**src/rtl/path_computation_stage.sv**
```systemverilog
// path_computation_stage: 2-deep input FIFO, XY route, flit + arbiter token issue.
// Optional PCS_PKT_COUNT_EN adds per-destination completed-flit counters.
module path_computation_stage #(
    parameter logic [3:0] ADDR = 4'b0000,
    parameter logic [2:0] ID   = 3'b000
) (
    input  logic        CLK,
    input  logic        RESET,
    input  logic        in_valid,
    output logic        in_ready,
    input  logic [10:0] in_data,
    output logic        core_valid,
    input  logic        core_ready,
    output logic        core_ctl_valid,
    input  logic        core_ctl_ready,
    output logic [3:0]  rt_valid,
    input  logic [3:0]  rt_ready,
    output logic [3:0]  rt_ctl_valid,
    input  logic [3:0]  rt_ctl_ready,
    output logic [10:0] out_data,
    output logic [2:0]  out_ctl
`ifdef PCS_PKT_COUNT_EN
    ,
    input  logic [2:0]  cnt_sel,
    output logic [15:0] cnt_out
`endif
);

    localparam int unsigned DEPTH = 2;

    localparam logic [1:0] ADDR_X = ADDR[3:2];
    localparam logic [1:0] ADDR_Y = ADDR[1:0];

    // bit positions of the one-hot route vector
    localparam int R_N    = 0;
    localparam int R_E    = 1;
    localparam int R_S    = 2;
    localparam int R_W    = 3;
    localparam int R_CORE = 4;

    typedef enum logic [1:0] {
        IDLE,
        SEND,
        WAIT_DATA,
        WAIT_CTL
    } state_t;

    state_t      state_q, state_d;

    logic [10:0] fifo_q [DEPTH];
    logic [10:0] fifo_d [DEPTH];
    logic [1:0]  count_q, count_d;
    logic        in_ready_q;

    logic [10:0] data_q, data_d;
    logic [4:0]  route_q, route_d;
    logic        dpend_q, dpend_d;
    logic        cpend_q, cpend_d;

    logic        push;
    logic        pop;
    logic        fifo_nempty;
    logic [10:0] head;
    logic [1:0]  head_x;
    logic [1:0]  head_y;
    logic [4:0]  head_route;

    logic        dsel_ready;
    logic        csel_ready;
    logic        data_hs;
    logic        ctl_hs;
    logic        done;
    logic        load;

    assign head        = fifo_q[0];
    assign head_x      = head[10:9];
    assign head_y      = head[8:7];
    assign fifo_nempty = (count_q != 2'd0);

    // in_ready is a register, so push never depends on a ready input
    assign push = in_valid && in_ready_q;
    assign pop  = load;

    // XY routing of the FIFO head: resolve X first, then Y, else local core
    always_comb begin
        head_route = 5'b00000;
        if (head_x > ADDR_X) begin
            head_route[R_E] = 1'b1;
        end else if (head_x < ADDR_X) begin
            head_route[R_W] = 1'b1;
        end else if (head_y > ADDR_Y) begin
            head_route[R_S] = 1'b1;
        end else if (head_y < ADDR_Y) begin
            head_route[R_N] = 1'b1;
        end else begin
            head_route[R_CORE] = 1'b1;
        end
    end

    // handshakes are only seen on the selected destination
    assign dsel_ready = |({core_ready, rt_ready} & route_q);
    assign csel_ready = |({core_ctl_ready, rt_ctl_ready} & route_q);
    assign data_hs    = dpend_q && dsel_ready;
    assign ctl_hs     = cpend_q && csel_ready;

    // a held flit completes when its last pending channel handshakes
    always_comb begin
        done = 1'b0;
        unique case (state_q)
            SEND:      done = data_hs && ctl_hs;
            WAIT_DATA: done = data_hs;
            WAIT_CTL:  done = ctl_hs;
            default:   done = 1'b0;
        endcase
    end

    assign load = ((state_q == IDLE) || done) && fifo_nempty;

    // FIFO next state: pop shifts the head out, push lands after the survivors
    always_comb begin
        fifo_d  = fifo_q;
        count_d = count_q;
        if (pop) begin
            fifo_d[0] = fifo_q[1];
            count_d   = count_q - 2'd1;
        end
        if (push) begin
            fifo_d[count_d[0]] = in_data;
            count_d            = count_d + 2'd1;
        end
    end

    // FIFO storage, occupancy and registered in_ready
    always_ff @(posedge CLK or posedge RESET) begin
        if (RESET) begin
            fifo_q[0]  <= '0;
            fifo_q[1]  <= '0;
            count_q    <= 2'd0;
            in_ready_q <= 1'b1;
        end else begin
            fifo_q     <= fifo_d;
            count_q    <= count_d;
            in_ready_q <= (count_d < 2'd2);
        end
    end

    // output FSM: track which of data/token is still pending per flit
    always_comb begin
        state_d = state_q;
        data_d  = data_q;
        route_d = route_q;
        dpend_d = dpend_q;
        cpend_d = cpend_q;
        unique case (state_q)
            SEND: begin
                if (!done) begin
                    if (data_hs) begin
                        dpend_d = 1'b0;
                        state_d = WAIT_CTL;
                    end else if (ctl_hs) begin
                        cpend_d = 1'b0;
                        state_d = WAIT_DATA;
                    end
                end
            end
            default: begin
                state_d = state_q;
            end
        endcase
        if (done) begin
            state_d = IDLE;
            dpend_d = 1'b0;
            cpend_d = 1'b0;
        end
        if (load) begin
            state_d = SEND;
            data_d  = head;
            route_d = head_route;
            dpend_d = 1'b1;
            cpend_d = 1'b1;
        end
    end

    // output register and FSM state
    always_ff @(posedge CLK or posedge RESET) begin
        if (RESET) begin
            state_q <= IDLE;
            data_q  <= '0;
            route_q <= '0;
            dpend_q <= 1'b0;
            cpend_q <= 1'b0;
        end else begin
            state_q <= state_d;
            data_q  <= data_d;
            route_q <= route_d;
            dpend_q <= dpend_d;
            cpend_q <= cpend_d;
        end
    end

    assign in_ready       = in_ready_q;
    assign out_data       = data_q;
    assign out_ctl        = ID;
    assign core_valid     = dpend_q && route_q[R_CORE];
    assign core_ctl_valid = cpend_q && route_q[R_CORE];
    assign rt_valid       = {4{dpend_q}} & route_q[R_W:R_N];
    assign rt_ctl_valid   = {4{cpend_q}} & route_q[R_W:R_N];

`ifdef PCS_PKT_COUNT_EN
    logic [15:0] cnt_q [5];
    logic [15:0] cnt_d [5];

    // count completed flits per destination, saturating
    always_comb begin
        for (int i = 0; i < 5; i++) begin
            cnt_d[i] = cnt_q[i];
            if (done && route_q[i] && (cnt_q[i] != 16'hFFFF)) begin
                cnt_d[i] = cnt_q[i] + 16'd1;
            end
        end
    end

    // counter registers
    always_ff @(posedge CLK or posedge RESET) begin
        if (RESET) begin
            for (int i = 0; i < 5; i++) begin
                cnt_q[i] <= '0;
            end
        end else begin
            for (int i = 0; i < 5; i++) begin
                cnt_q[i] <= cnt_d[i];
            end
        end
    end

    // counter read mux; unused selects read zero
    always_comb begin
        cnt_out = '0;
        unique case (cnt_sel)
            3'd0:    cnt_out = cnt_q[0];
            3'd1:    cnt_out = cnt_q[1];
            3'd2:    cnt_out = cnt_q[2];
            3'd3:    cnt_out = cnt_q[3];
            3'd4:    cnt_out = cnt_q[4];
            default: cnt_out = '0;
        endcase
    end
`endif

endmodule

```
**config.mk**
```make
export PLATFORM = sky130hd
export DESIGN_NAME = path_computation_stage
export DESIGN_NICKNAME = d
export VERILOG_FILES = /design/src/rtl/path_computation_stage.sv
export SDC_FILE = /design/constraint.sdc
export NUM_CORES = 1
export LEC_CHECK = 0
export CORE_MARGIN = 2
export CORE_UTILIZATION = 35
export DETAILED_ROUTE_END_ITERATION = 7
export SETUP_SLACK_MARGIN = 0.02
export SKIP_LAST_GASP = 1
export SYNTH_ARGS = -nofsm -noshare
export SYNTH_HDL_FRONTEND = slang
export SYNTH_SLANG_ARGS = --single-unit
```
**constraint.sdc**
```tcl
create_clock -name CLK -period 3.5 [get_ports CLK]
set_input_delay 0.35 -clock CLK [delete_from_list [all_inputs] [get_ports CLK]]
set_output_delay 0.35 -clock CLK [all_outputs]
set_load 0.02 [all_outputs]
```
; ---- After elaboration in Yosys (flattened, before gate mapping)
; Cells that the tools add are included.
[totals]
regBits = 45
out_inout_bits = 25
elab_cells = 81
inputBits = 24
[op_classes]
n_mux = 34
n_eq_ne = 4
reduce_logical = 20
n_addsub = 2
order_cmp = 7
bitwise_logic = 5
[op_table]
columns = op, count
row1 = $bwmux W22, 1
row2 = $mux W11, 2
row3 = $mux W22, 1
row4 = $mux W1, 20
row5 = $mux W2, 7
row6 = $demux W11 S1, 1
row7 = $and A5 B5 Y5, 2
row8 = $reduce_or A5 Y1, 2
row9 = $reduce_bool A3 Y1, 3
row10 = $and A4 B4 Y4, 2
row11 = $logic_and A1 B1 Y1, 8
row12 = $lt A2 B1 Y1 const B, 3
row13 = $eq A2 B2 Y1 const B, 2
row14 = $gt A2 B1 Y1 const B, 2
row15 = $reduce_and A2 Y1, 2
row16 = $reduce_bool A4 Y1, 1
row17 = $mux W3, 1
row18 = $ne A3 B1 Y1 const B, 1
row19 = $pmux W1 S3, 1
row20 = $reduce_and A3 Y1, 1
row21 = $add A2 B1 Y2 const B, 1
row22 = $eq A2 B1 Y1 const B, 1
row23 = $ge A2 B2 Y1 const B, 1
row24 = $logic_not A2 Y1, 1
row25 = other kinds (5), 5

; ---- Logic depth before layout (Yosys ltp)
[depth]
depth_word = 15
mapped_depth = 9
depth_no_buf = 7

; ---- Worst setup path before layout
; OpenSTA, ideal clock, no wires.
[synth_timing]
path_kind = register to register
startpoint = register count_q[0]
endpoint = register with a tool-made name
setup_time_ps = 125
path_slack_ps = 1227
arrival_time_ps = 2148
t_required_ps = 3375
period_less_slack_ps = 2273
path_buffers = 2
path_stages_with_launch = 10
path_cell_list = dfrtp_1 inv_1 ha_1 a311oi_4 a21bo_2 buf_6 buf_8 xnor2_1 ha_1 mux2_2
[synth_lines]
columns = element, line_no
row1 = start: declaration, 52  ; logic [1:0] count_q, count_d;
row2 = start signal: assignment, 142  ; count_q <= count_d;

==> impl_metrics.py <==
metrics = {
    "worst_setup_path": {
        "cp.arrival_ps": 2550,
        "critPathLaunch": "count_q[0]",
        "worstPathCellList": "inv_1 > ha_1 > a311oi_4 > buf_4 > a21bo_2 > xnor2_1 > ha_1 > mux2_2",
        "crit_path_max_fanout": 14,
        "timing.reg2reg.worst_path_depth": 8,
        "critical_path.reg2reg.startpoint": "count_q[0]",
        "worst-r2r-setup-slack_ps": 1140,
        "critical_path_s_largest_stage_delay_ps": 430,
        "critical-path-slowest-cell": "sky130_fd_sc_hd__dfrtp_1",
        "required_ps": 3690,
        "path_buf_inv": 2,
        "endpoint_kind": "register",
        "cp-start-kind": "register",
        "critical-path-top-delay-family": "adder cells",
        "critPathMostFrequentCell": "sky130_fd_sc_hd__ha_1",
        "criticalPathCategory": "register to register",
    },
    "place": {
        "place_worst_setup_slack_ps": 951,
        "place_area_sq_um": 2810,
        "placement.io_buffers": 37,
        "place_congestion": 0.741,
        "hpwl_mm": 3.43,
    },
    "outcome": {
        "run_status": "completed",
    },
    "power_and_ir_drop": {
        "p_comb_frac": 0.050,
        "vdd_ir_drop_max_v": 0.000117,
        "p_clk_frac": 0.379,
        "power.switching_mw": 0.197,
        "fin_total_pwr_mw": 0.869,
        "power.internal_mw": 0.671,
        "sequentialPowerShare": 0.571,
        "cellPowerDensity_nw_per_um2": 300,
        "fraction_of_power_spent_switching_nets": 0.227,
        "power.leakage_nw": 1.44,
    },
    "final_layout": {
        "syn_to_final_growth_pct": 19.7,
        "fin_nets": 277,
        "post-route-cell-area_sq_um": 2900,
        "final_common_cell": "sky130_fd_sc_hd__dfrtp_1",
        "antennaDiodeCount": 0,
        "post_route_cells_drive_above_1_share": 0.163,
        "layout.cells.most_common_list": "42 x sky130_fd_sc_hd__dfrtp_1, 37 x sky130_fd_sc_hd__clkdlybuf4s50_1, 24 x sky130_fd_sc_hd__mux2i_1",
    },
    "cts": {
        "clk_pin_slew_ps": 80,
        "clk_path_buf_depth": 2,
        "cts_tree": "built",
        "cts-hold-fix-buffers": 0,
        "later_pin_clock_latency_in_the_skew_report_ps": 300,
        "clock_sink_count": 43,
        "clock-root-buffer": "sky130_fd_sc_hd__clkbuf_8",
        "postCtsSetupBuffers": 0,
        "number_of_cts_inserted_buffers": 5,
        "clock_tree.htree_level_count": 2,
        "cts.repair.resized": 0,
    },
    "job": {
        "max_cap_violation_count": 0,
    },
    "yosys": {
        "netlist.area_leader.share": 0.435,
        "async_set_reset_flop_share_out_of_synthesis": 1.00,
        "synthFlopType": "sky130_fd_sc_hd__dfrtp_1",
        "postSynthCellCount": 213,
        "ys_seq_area_frac": 0.445,
        "netlist-cell-type-count": 47,
        "synth.top_cells.by_area": "sky130_fd_sc_hd__dfrtp_1 43%, sky130_fd_sc_hd__mux2i_1 9.9%, sky130_fd_sc_hd__mux2_2 6.5%",
        "synth-edff-count": 0,
        "postSynthAreaPerCell_sq_um": 11.4,
        "post-synth-top-area-cell": "sky130_fd_sc_hd__dfrtp_1",
        "synth_warnings": 0,
        "synth-seq-cells": 43,
        "mappedNetlistArea_sq_um": 2420,
    },
    "global_routing": {
        "grt_first_pass_wirelength_mm": 8.50,
        "grt_overflow_total": 0,
        "first_global_vias": 1744,
        "grt_max_degree": 29,
        "grt_antenna_before_repair": 0,
        "global_route.usage.total": 0.144,
    },
    "timing": {
        "period_needed_ps": 2360,
        "final-max-slew-violation-count": 0,
        "rsz0062_at_grt": "false",
        "max_slew.worst_pin.slew_ps": 1050,
        "final.setup.worst_slack_ps": 1140,
        "sum_of_negative_setup_slack_ps": 0,
        "final.period_utilization": 0.675,
        "fmax_ghz": 0.424,
        "timing.max_slew.rel_slack": 0.295,
        "final_setup_violation_count": 0,
        "final-hold-violation-count": 0,
        "skew_ps": 3.17,
        "holdWs_ps": 486,
    },
    "die": {
        "placeableCoreArea_sq_um": 6760,
        "initial_core_util": 0.358,
        "dieArea_sq_um": 7590,
        "io-pin-count": 49,
        "die_w_microns": 87.1,
        "row_count": 30,
        "dieHeight_microns": 87.1,
    },
    "routing": {
        "drt-vias-per-instance": 5.26,
        "drt-total-wl_mm": 5.13,
        "vias": 1742,
        "drtAntennaViolNets": 0,
        "dr.first_iter.drc_count": 142,
        "route.detailed.wl_per_inst_microns": 15.5,
        "drt_pre_antenna_iters": 4,
        "drc_markers": 0,
    },
    "min_path": {
        "worst_hold_path_type": "input port to asynchronous set/reset pin",
    },
}
kinds of logic (layout without fill, tap and decap cells):
group                      count (synthesis)  count (layout)  share of synthesized area
AOI/OAI and AO/OA                         56              56                      0.173
muxes                                     43              43                      0.193
DFF                                       43              43                      0.445
and+or+nand+nor                           43              43                     0.0983
buffers and inverters                     22              54                     0.0678
xor gates and xnor gates                   3               3                     0.0109
adders and majority gates                  2               2                     0.0103
other                                      1               7                    0.00155
how the worst max path moves through the flow:
stage | to | slack [ps] | cells past startpoint
detailed placement | register | 950 | 8
global placement | register | 980 | 8
floorplan | register | 1230 | 9
CTS | register | 1130 | 8
finish | register | 1140 | 8
global route | register | 940 | 8
synthesized netlist by cell type, types with 2 or more instances:
cell type	n
sky130_fd_sc_hd__dfrtp_1	42
sky130_fd_sc_hd__mux2i_1	24
sky130_fd_sc_hd__a21oi_1	23
sky130_fd_sc_hd__and2_1	15
sky130_fd_sc_hd__mux2_2	14
sky130_fd_sc_hd__a221o_1	10
sky130_fd_sc_hd__nand2_1	10
sky130_fd_sc_hd__o22ai_1	10
sky130_fd_sc_hd__buf_4	7
sky130_fd_sc_hd__nor2_1	6
sky130_fd_sc_hd__clkbuf_1	4
sky130_fd_sc_hd__inv_1	4
sky130_fd_sc_hd__buf_6	3
sky130_fd_sc_hd__and2_2	2
sky130_fd_sc_hd__clkbuf_8	2
sky130_fd_sc_hd__ha_1	2
sky130_fd_sc_hd__mux2_4	2
sky130_fd_sc_hd__mux2i_2	2
sky130_fd_sc_hd__o21ai_0	2
sky130_fd_sc_hd__xnor2_1	2
area by class of cell:
type	count	area, sq um
inverters	4	15.0
flip-flops and latches	43	1080
multi-input cells	154	1200
fillers	656	3860
repair buffers	43	415
clock inverters	1	5.00
clock buffers	6	82.6
well taps	80	100
power groups by stage:
stage / registers [mW] / logic (mW) / clock network, mW
3_5_place_dp: 0.506 / 0.0442 / 0
2_1_floorplan: 0.506 / 0.0204 / 0
4_1_cts: 0.496 / 0.0443 / 0.342
6_report: 0.496 / 0.0435 / 0.329
5_1_grt: 0.496 / 0.0474 / 0.355
3_3_place_gp: 0.506 / 0.0439 / 0
per-stage QoR:
stage          utilization  std cells
5_1_grt              0.429        331
2_1_floorplan            -        219
3_3_place_gp         0.416        324
6_report             0.429        331
3_5_place_dp         0.416        324
4_1_cts              0.429        331
layer usage:
| layer | global-route usage | vias up | wire [microns] |
|---|---|---|---|
| met4 | 0.0531 | 0 | 57 |
| met5 | 0 | - | 0 |
| met1 | 0.196 | 863 | 2480 |
| met3 | 0.0332 | 7 | 159 |
| li1 | - | 841 | - |
| met2 | 0.223 | 31 | 2430 |
Note: power is estimated with default switching activity, not from simulation.
